`src/rtl/jpeg_bayt_ayiklayici_pkg.sv`:
```
// Shared constants, state encoding and marker helper for the JPEG
// entropy-coded-segment byte cleaner (jpeg_bayt_ayiklayici).
package jpeg_bayt_ayiklayici_pkg;

  localparam logic [7:0] JPEG_MARKER_ONEK = 8'hFF;  // marker prefix / fill byte
  localparam logic [7:0] JPEG_EOI         = 8'hD9;  // end of image
  localparam logic [7:0] JPEG_RST0        = 8'hD0;  // first restart marker
  localparam logic [7:0] JPEG_DOLDURMA    = 8'h00;  // stuffing byte after 0xFF
  localparam logic [7:0] JPEG_RST_MASKE   = 8'hF8;  // selects D0..D7 as a group

  // Parser state: normal data, 0xFF held awaiting next byte, EOI seen
  typedef enum logic [1:0] {
    VERI     = 2'd0,
    FF_BEKLE = 2'd1,
    BITTI    = 2'd2
  } durum_t;

  // True for the eight restart markers 0xD0..0xD7
  function automatic logic rst_isaretcisi_mi(input logic [7:0] bayt);
    return (bayt & JPEG_RST_MASKE) == JPEG_RST0;
  endfunction

endpackage

```
`src/rtl/jpeg_bayt_ayiklayici.sv`:
```
// JPEG scan byte cleaner: removes 0xFF00 stuffing, absorbs 0xFF fill bytes,
// strips restart markers, detects EOI and forwards only entropy-coded bytes
// through a one-deep registered valid/ready output.
// Optional feature macro: JPEG_RST_EN (restart marker handling with
// expected-index checking controlled by RST_KONTROL). Without it, restart
// markers are reported as illegal and yeniden_o is tied low.
module jpeg_bayt_ayiklayici
  import jpeg_bayt_ayiklayici_pkg::*;
#(
  parameter int RST_KONTROL = 1
) (
  input  logic       clk_i,
  input  logic       rst_i,
  input  logic [7:0] g_veri_i,
  input  logic       g_gecerli_i,
  output logic       g_hazir_o,
  output logic [7:0] c_veri_o,
  output logic       c_gecerli_o,
  input  logic       c_hazir_i,
  input  logic       baslat_i,
  output logic       son_o,
  output logic       yeniden_o,
  output logic       hata_o
);

  durum_t     durum_q, durum_d;
  logic [7:0] veri_q, veri_d;
  logic       gecerli_q, gecerli_d;
  logic       son_q, son_d;
  logic       yeniden_q, yeniden_d;
  logic       hata_q, hata_d;

`ifdef JPEG_RST_EN
  logic [2:0] beklenen_q, beklenen_d;
`endif

  logic       g_hazir_s;
  logic       kabul_s;
  logic       yaz_s;
  logic [7:0] yaz_veri_s;
  durum_t     etkin_durum_s;

  // Input handshake: blocked after EOI and while the output slot cannot take a byte
  always_comb begin
    g_hazir_s = (durum_q != BITTI) && (!gecerli_q || c_hazir_i);
    kabul_s   = g_gecerli_i && g_hazir_s;
  end

  // Next-state, byte classification, pulse generation and output register load
  always_comb begin
    durum_d    = durum_q;
    veri_d     = veri_q;
    gecerli_d  = gecerli_q;
    son_d      = 1'b0;
    yeniden_d  = 1'b0;
    hata_d     = 1'b0;
    yaz_s      = 1'b0;
    yaz_veri_s = g_veri_i;
`ifdef JPEG_RST_EN
    beklenen_d = beklenen_q;
`endif

    // baslat_i re-arms: any held 0xFF is forgotten and the index restarts,
    // a byte accepted in the same cycle is parsed as if in VERI
    if (baslat_i) begin
      etkin_durum_s = VERI;
      durum_d       = VERI;
`ifdef JPEG_RST_EN
      beklenen_d    = 3'd0;
`endif
    end else begin
      etkin_durum_s = durum_q;
    end

    if (kabul_s) begin
      case (etkin_durum_s)
        VERI: begin
          if (g_veri_i == JPEG_MARKER_ONEK) begin
            durum_d = FF_BEKLE;
          end else begin
            yaz_s = 1'b1;
          end
        end
        FF_BEKLE: begin
          if (g_veri_i == JPEG_DOLDURMA) begin
            yaz_s      = 1'b1;
            yaz_veri_s = JPEG_MARKER_ONEK;
            durum_d    = VERI;
          end else if (g_veri_i == JPEG_MARKER_ONEK) begin
            durum_d = FF_BEKLE;
          end else if (g_veri_i == JPEG_EOI) begin
            son_d   = 1'b1;
            durum_d = BITTI;
          end else if (rst_isaretcisi_mi(g_veri_i)) begin
            durum_d = VERI;
`ifdef JPEG_RST_EN
            yeniden_d = 1'b1;
            if ((RST_KONTROL != 32'sd0) && (g_veri_i[2:0] != beklenen_q)) begin
              hata_d = 1'b1;
            end else begin
              hata_d = 1'b0;
            end
            beklenen_d = g_veri_i[2:0] + 3'd1;
`else
            hata_d = 1'b1;
`endif
          end else begin
            hata_d  = 1'b1;
            durum_d = VERI;
          end
        end
        BITTI: begin
          durum_d = BITTI;
        end
        default: begin
          durum_d = VERI;
        end
      endcase
    end else begin
      yaz_s = 1'b0;
    end

    // Output slot: load on emit, otherwise empty it once downstream takes it
    if (yaz_s) begin
      veri_d    = yaz_veri_s;
      gecerli_d = 1'b1;
    end else if (c_hazir_i) begin
      veri_d    = 8'h00;
      gecerli_d = 1'b0;
    end else begin
      veri_d    = veri_q;
      gecerli_d = gecerli_q;
    end
  end

  // State, output slot and pulse registers with asynchronous reset
  always_ff @(posedge clk_i or posedge rst_i) begin
    if (rst_i) begin
      durum_q    <= VERI;
      veri_q     <= 8'h00;
      gecerli_q  <= 1'b0;
      son_q      <= 1'b0;
      yeniden_q  <= 1'b0;
      hata_q     <= 1'b0;
`ifdef JPEG_RST_EN
      beklenen_q <= 3'd0;
`endif
    end else begin
      durum_q    <= durum_d;
      veri_q     <= veri_d;
      gecerli_q  <= gecerli_d;
      son_q      <= son_d;
      yeniden_q  <= yeniden_d;
      hata_q     <= hata_d;
`ifdef JPEG_RST_EN
      beklenen_q <= beklenen_d;
`endif
    end
  end

  assign g_hazir_o   = g_hazir_s;
  assign c_veri_o    = veri_q;
  assign c_gecerli_o = gecerli_q;
  assign son_o       = son_q;
  assign yeniden_o   = yeniden_q;
  assign hata_o      = hata_q;

endmodule

```
`config.mk`:
```
export PLATFORM = sky130hd
export DESIGN_NAME = jpeg_bayt_ayiklayici
export DESIGN_NICKNAME = d
export VERILOG_FILES = /design/src/rtl/jpeg_bayt_ayiklayici_pkg.sv /design/src/rtl/jpeg_bayt_ayiklayici.sv
export SDC_FILE = /design/constraint.sdc
export NUM_CORES = 1
export LEC_CHECK = 0
export CORE_UTILIZATION = 46
export CTS_CLUSTER_DIAMETER = 80
export DETAILED_ROUTE_END_ITERATION = 6
export GPL_ROUTABILITY_DRIVEN = 0
export PLACE_DENSITY_LB_ADDON = 0.12
export SYNTH_ARGS = -nofsm -noshare
export SYNTH_HDL_FRONTEND = slang
export SYNTH_SLANG_ARGS = --single-unit
```
`constraint.sdc`:
```
create_clock -name clk_i -period 2.65 [get_ports clk_i]
set_clock_uncertainty 0.05 [all_clocks]
set_input_delay 0.265 -clock clk_i [delete_from_list [all_inputs] [get_ports clk_i]]
set_output_delay 0.265 -clock clk_i [all_outputs]
set_load 0.005 [all_outputs]
```
==> impl_metrics.yaml, run 1 <==
sta:
  final_max_slew_viol_count: 0
  min_period_ns: 2.099
  finalHoldViolCount: 0
  setup_ws_ns: 0.5511
  relSlewSlack_pct: 61.91
  tightest_slew_ns: 0.5710
  setup_viol: 0
  rsz0062_at_grt: "no"
  timing.final.crit_share_pct: 79.20
  fmax_mhz: 476.4
  fin_tns_setup_ns: 0
clocking:
  clk_latency_ns: 0.27
  clk_pin_slew_worst_paths_ns: 0.08
  cts_root_buffer: "clkbuf_4"
  cts_resized: 0
  cts_tree: "done"
  clkSinkCount: 13
  ctsHoldBuffers: 0
  htree_levels: 1
  cts_made_buffers: 3
  clockBufferDepth: 2
  postCtsSetupRepairBufs: 0
die:
  core_um2: 1383
  fp.dieH_um: 41.52
  die_area_um2: 1724
  ioPinCount: 26
  fp-row-count: 13
  initial_core_util_pct: 51.95
  die_width_um: 41.52
logic_synthesis:
  ys_types: 30
  synth_mux_area_share_pct: 11.15
  synth_compound_area_share_pct: 6.446
  ys_warn_count: 0
  yosysTopAreaCell: "dfrtp_1"
  synth-seq-cells: 13
  syn_nets: 82
  synth_xor_area_share_pct: 0
  syn_area_um2: 718.2
  synth_top_family_by_area: "simple AND/OR/NAND/NOR gates"
  syn_inst: 69
  synth-simple-area-share_pct: 33.45
  ys_seq_area_share_pct: 45.30
  synth.top_cells.by_area: "dfrtp_1 45%, mux2i_1 11%, nand2b_1 7.0%"
  yosysTopAreaCellShare_pct: 45.30
  synth_fa_ha_area_share_pct: 0
  syn_area_per_cell_um2: 10.41
final_layout:
  fillers: 116
  nNetsFinal: 110
  seq_area_um2: 325.3
  drive_gt1_share_pct: 14.58
  num_antenna_cells: 0
  multi_input_area_um2: 370.4
  final_core_util_pct: 71.76
  area_delta_synth_final_pct: 38.15
placed_design:
  portBuffers: 24
  dp_slack_ns: 0.4106
  post-dp-hpwl_um: 1176
power_and_ir_drop:
  ir_drop_uv: 345.2
  p_seq_share_pct: 49.8
  power_switching_w: 0.0001108
  switching_share_pct: 25.20
  powerDensity_nw_per_um2: 443.2
  power.leakage_nw: 0.4316
  combPwrFrac_pct: 22.0
  power.internal_w: 0.0003290
  p_clk_share_pct: 28.2
setup_path:
  cp-endpoint: "g_hazir_o"
  startpoint_type: "primary input"
  reg2reg_depth: 4
  critPathArrivalTime_ns: 1.78
  critPathKind: "primary input to primary output"
  crit-reg2reg-capture: "c_veri_o[7]$_DFFE_PP0P_"
  required_ns: 2.34
  crit_fanout: 9
  cp_slowest_cell: "clkdlybuf4s50_1"
  reg2reg_slack_ns: 0.91
  end_kind: "primary output"
  slowest_delay_ns: 0.55
  crit_chain: "clkdlybuf4s50_1, or2b_2, and2_1, clkdlybuf4s50_1"
  cp_common_cell: "clkdlybuf4s50_1"
  reg2reg_from: "durum_q[1]$_DFF_PP0_"
  startpoint: "c_hazir_i"
routing:
  final_antenna_net_count: 0
  wl_per_cell_um: 13.68
  drt_pass1_iterations: 4
  vias: 596
  post_drt_via_cell_ratio: 5.369
  drt_iter0_markers: 5
  routed_wl_um: 1518
  drc: 0
run:
  cap_violations: 0
global_route:
  grt_pass1_vias: 615
  grt_first_pass_wirelength_um: 2739
  grt_antenna_before_repair: 0
  grt-ovfl-total: 0
  grt_max_degree: 14
  grt.total_usage_pct: 20.60
hold_path:
  hold_class: "primary input to async pin"
outcome:
  status: "finished clean"
-- layer usage --
layer,up-vias,global-route usage [%],wire [um]
met5,-,0,0
met4,0,11.61,32
met3,5,3.478,78
met2,20,32.50,723
met1,277,26.61,684
li1,294,-,-
-- worst min path at each step --
stage | end | depth (start not counted)
after CTS | c_veri_o[2]$_DFFE_PP0P_ | 2
after floorplan | c_gecerli_o$_DFFE_PP0P_ | 1
after global placement | c_veri_o[5]$_DFFE_PP0P_ | 2
after detailed placement | c_veri_o[4]$_DFFE_PP0P_ | 2
after global routing | c_veri_o[2]$_DFFE_PP0P_ | 2
final | c_veri_o[2]$_DFFE_PP0P_ | 2
-- cell usage after synthesis (all sizes together) --
library cell	count
or4	2
a21oi	1
or2	2
dfrtp	13
buf	2
o31ai	1
nor2	8
o21a	1
nand2	2
nand3b	1
nor4	2
conb	1
and2	1
mux2i	8
and3	1
nand4	2
o21bai	2
nor3	1
a22oi	1
or3	1
nor2b	1
nand2b	8
or3b	1
inv	1
nand3	3
or2b	2
-- worst max-delay path, delay by kind of cell --
family,cells,cell delay [ns]
buffers and inverters,2,0.99
AND/OR/NAND/NOR,2,0.54
-- placed cells by master (no fill, tap or decap), types with 2 or more instances in the layout --
cell type and instances:
or2_2 2, or2b_2 2, mux2i_1 8, nand4_1 2
nand2_1 2, nand2b_1 8, nand3_1 3, nor2_1 8
dfrtp_1 13, clkdlybuf4s50_1 24, clkbuf_4 3
-- power by group through the flow --
| stage | Combinational, W | Sequential (W) | Clock, W |
|---|---|---|---|
| after floorplan | 0.0000389 | 0.000224 | 0 |
| after global placement | 0.0000951 | 0.000222 | 0 |
| after detailed placement | 0.0000974 | 0.000223 | 0 |
| after CTS | 0.0000978 | 0.000219 | 0.000124 |
| after global routing | 0.000105 | 0.000221 | 0.000134 |
| final | 0.0000968 | 0.000219 | 0.000124 |
-- layout make-up --
type                       count  share of cell area [%]
clock buffer                   4                   2.648
tap                           15                   1.892
sequential                    13                   32.79
timing repair buffer          25                   24.97
inverter                       1                  0.3783
multi-input combinational     53                   37.33
-- state kept, by name (all words and copies together) (netlist names) --
name	cells
c_gecerli_o	1
durum_q	2
hata_o	1
c_veri_o	8
son_o	1
-- kinds of logic after synthesis --
family	Yosys count
other	1
muxes	8
DFF	13
buffers and inverters	3
and+or+nand+nor	38
AOI/OAI and AO/OA	6
-- metrics by stage --
step	area [um2]	power (W)	hold WS (ns)	instances
floorplan	718.2	0.0002627	0.09196	69
global placement	965.9	0.0003171	0.4807	107
detailed placement	965.9	0.0003202	0.4926	107
CTS	992.2	0.0004410	0.2796	111
global route	992.2	0.0004602	0.3071	111
finish	992.2	0.0004398	0.2674	111
No activity file was read; power rests on OpenSTA's default activity.
==> inputs of run 2 (changes only) <==
Settings changed: CORE_ASPECT_RATIO from default to 1.25, CORE_UTILIZATION 46 to 43.
Clock period 2.65 ns to 2.1 ns, I/O delays scaled along.
==> run 2 against run 1 <==
  * Non-clock buffer count is 10 higher
  * First-iteration DRC count is 140% higher
  * Largest cell class unchanged
  * Cell count is 12% higher
  * Highest routed layer unchanged
  * Core utilization is 3.1 points lower
  * Global-route usage is 0.055 points higher
  * Largest power group unchanged
  * Via count is 4.2% higher
  * Clock power is 27% higher
==> impl_metrics.yaml, run 2 (synthesized netlist as in run 1, its figures left out) <==
clocking:
  postCtsSetupRepairBufs: 0
  htree_levels: 1
  clk_latency_ns: 0.27
  clockBufferDepth: 2
  cts_root_buffer: "clkbuf_4"
  cts_tree: "done"
  ctsHoldBuffers: 0
  cts_made_buffers: 3
  cts_resized: 0
  clkSinkCount: 13
  clk_pin_slew_worst_paths_ns: 0.09
routing:
  drt_iter0_markers: 12
  drt_pass1_iterations: 4
  final_antenna_net_count: 0
  vias: 621
  post_drt_via_cell_ratio: 5.008
  routed_wl_um: 1607
  drc: 0
  wl_per_cell_um: 12.96
power_and_ir_drop:
  switching_share_pct: 25.63
  power_switching_w: 0.0001460
  p_seq_share_pct: 48.6
  combPwrFrac_pct: 23.9
  powerDensity_nw_per_um2: 531.1
  power.leakage_nw: 0.4823
  ir_drop_uv: 392.3
  p_clk_share_pct: 27.5
  power_w: 0.0005695
  power.internal_w: 0.0004236
sta:
  fmax_mhz: 536.9
  timing.final.crit_share_pct: 88.70
  rsz0062_at_grt: "no"
  finalHoldViolCount: 0
  tightest_slew_ns: 0.5846
  final_max_slew_viol_count: 0
  setup_viol: 0
  relSlewSlack_pct: 61.00
  holdWs_ns: 0.2130
  min_period_ns: 1.863
setup_path:
  startpoint_type: "primary input"
  end_kind: "flop"
  critPathArrivalTime_ns: 1.95
  required_ns: 2.19
  crit_fanout: 9
  critPathKind: "primary input to flop"
placed_design:
  portBuffers: 24
  post-dp-hpwl_um: 1275
die:
  fp.dieH_um: 47.69
  die_area_um2: 1839
  initial_core_util_pct: 45.99
  die_width_um: 38.56
  ioPinCount: 26
  core_um2: 1562
  fp-row-count: 16
outcome:
  status: "finished clean"
final_layout:
  largest_register_ff_count: 8
  multi_input_area_um2: 370.4
  drive_gt1_share_pct: 23.58
  fillers: 133
  seq_area_um2: 325.3
  nNetsFinal: 120
  area_delta_synth_final_pct: 49.30
  layout_commonest_cell: "clkdlybuf4s50_1"
  final_cell_mix: "24 x clkdlybuf4s50_1, 13 x dfrtp_1, 11 x buf_4"
  num_antenna_cells: 0
hold_path:
  hold_class: "primary input to async pin"
global_route:
  grt_pass1_vias: 621
  grt_first_pass_wirelength_um: 2615
  grt_max_degree: 14
  grt_antenna_before_repair: 0
  grt-ovfl-total: 0
  grt.total_usage_pct: 20.66
run:
  cap_violations: 0
run 2: critical path, cell delays in order:
cell             delay (ns)
clkdlybuf4s50_1        0.42
or4_4                  0.56
nor4_4                 0.32
o21bai_2               0.26
mux2i_1                0.18
run 2: metrics by stage:
step | std cells | worst slack (ns) | TNS, ns | util [%] | area (um2)
after CTS | 124 | 0.2350 | 0 | 68.67 | 1072
after global routing | 124 | 0.1503 | 0 | 68.67 | 1072
after detailed placement | 120 | -0.03796 | -0.2395 | 66.91 | 1045
after global placement | 120 | -0.01134 | -0.02267 | 66.91 | 1045
final | 124 | 0.2374 | 0 | 68.67 | 1072
after floorplan | 69 | 0.3363 | 0 | - | 718.2
run 2: final cells by class:
| type | instances | share of cell area [%] |
|---|---|---|
| multi-input cells | 53 | 34.54 |
| flip-flops and latches | 13 | 30.34 |
| repair buffers | 35 | 30.11 |
| clock buffers | 3 | 2.100 |
| well taps | 18 | 2.100 |
| clock inverters | 1 | 0.4667 |
| inverters | 1 | 0.3501 |
run 2: routing by layer:
layer / vias up / global-route usage [%] / wire length, um
li1: 315 / - / -
met2: 15 / 35.33 / 822
met1: 289 / 26.25 / 705
met3: 2 / 2.791 / 64
met4: 0 / 8.276 / 14
met5: - / 0 / 0
run 2: worst paths after layout:
kind	from	end	slack [ns]	cells past startpoint
worst max-delay path	g_veri_i[3]	c_veri_o[1]$_DFFE_PP0P_	0.24	5
max in group asynchronous	rst_i	c_gecerli_o$_DFFE_PP0P_	1.45	2
worst min-delay path	rst_i	c_veri_o[3]$_DFFE_PP0P_	0.21	2
worst min register to register	c_veri_o[4]$_DFFE_PP0P_	c_veri_o[4]$_DFFE_PP0P_	0.50	2
worst max register to register	durum_q[0]$_DFF_PP0_	c_veri_o[1]$_DFFE_PP0P_	0.32	4
min in group clk_i	c_veri_o[4]$_DFFE_PP0P_	c_veri_o[4]$_DFFE_PP0P_	0.50	2
run 2: power by group through the flow:
stage	sequential, W	combinational [W]	clock (W)
5_1_grt	0.000278	0.000149	0.000172
2_1_floorplan	0.000282	0.0000491	0
3_5_place_dp	0.000282	0.000137	0
3_3_place_gp	0.000280	0.000135	0
4_1_cts	0.000277	0.000138	0.000158
6_report	0.000277	0.000136	0.000157
==> inputs of run 3 (changes only) <==
Settings changed: SKIP_LAST_GASP from default to 1.
==> results of run 3 <==
No change in the layout: final DEF, timing and power equal those of run 2.
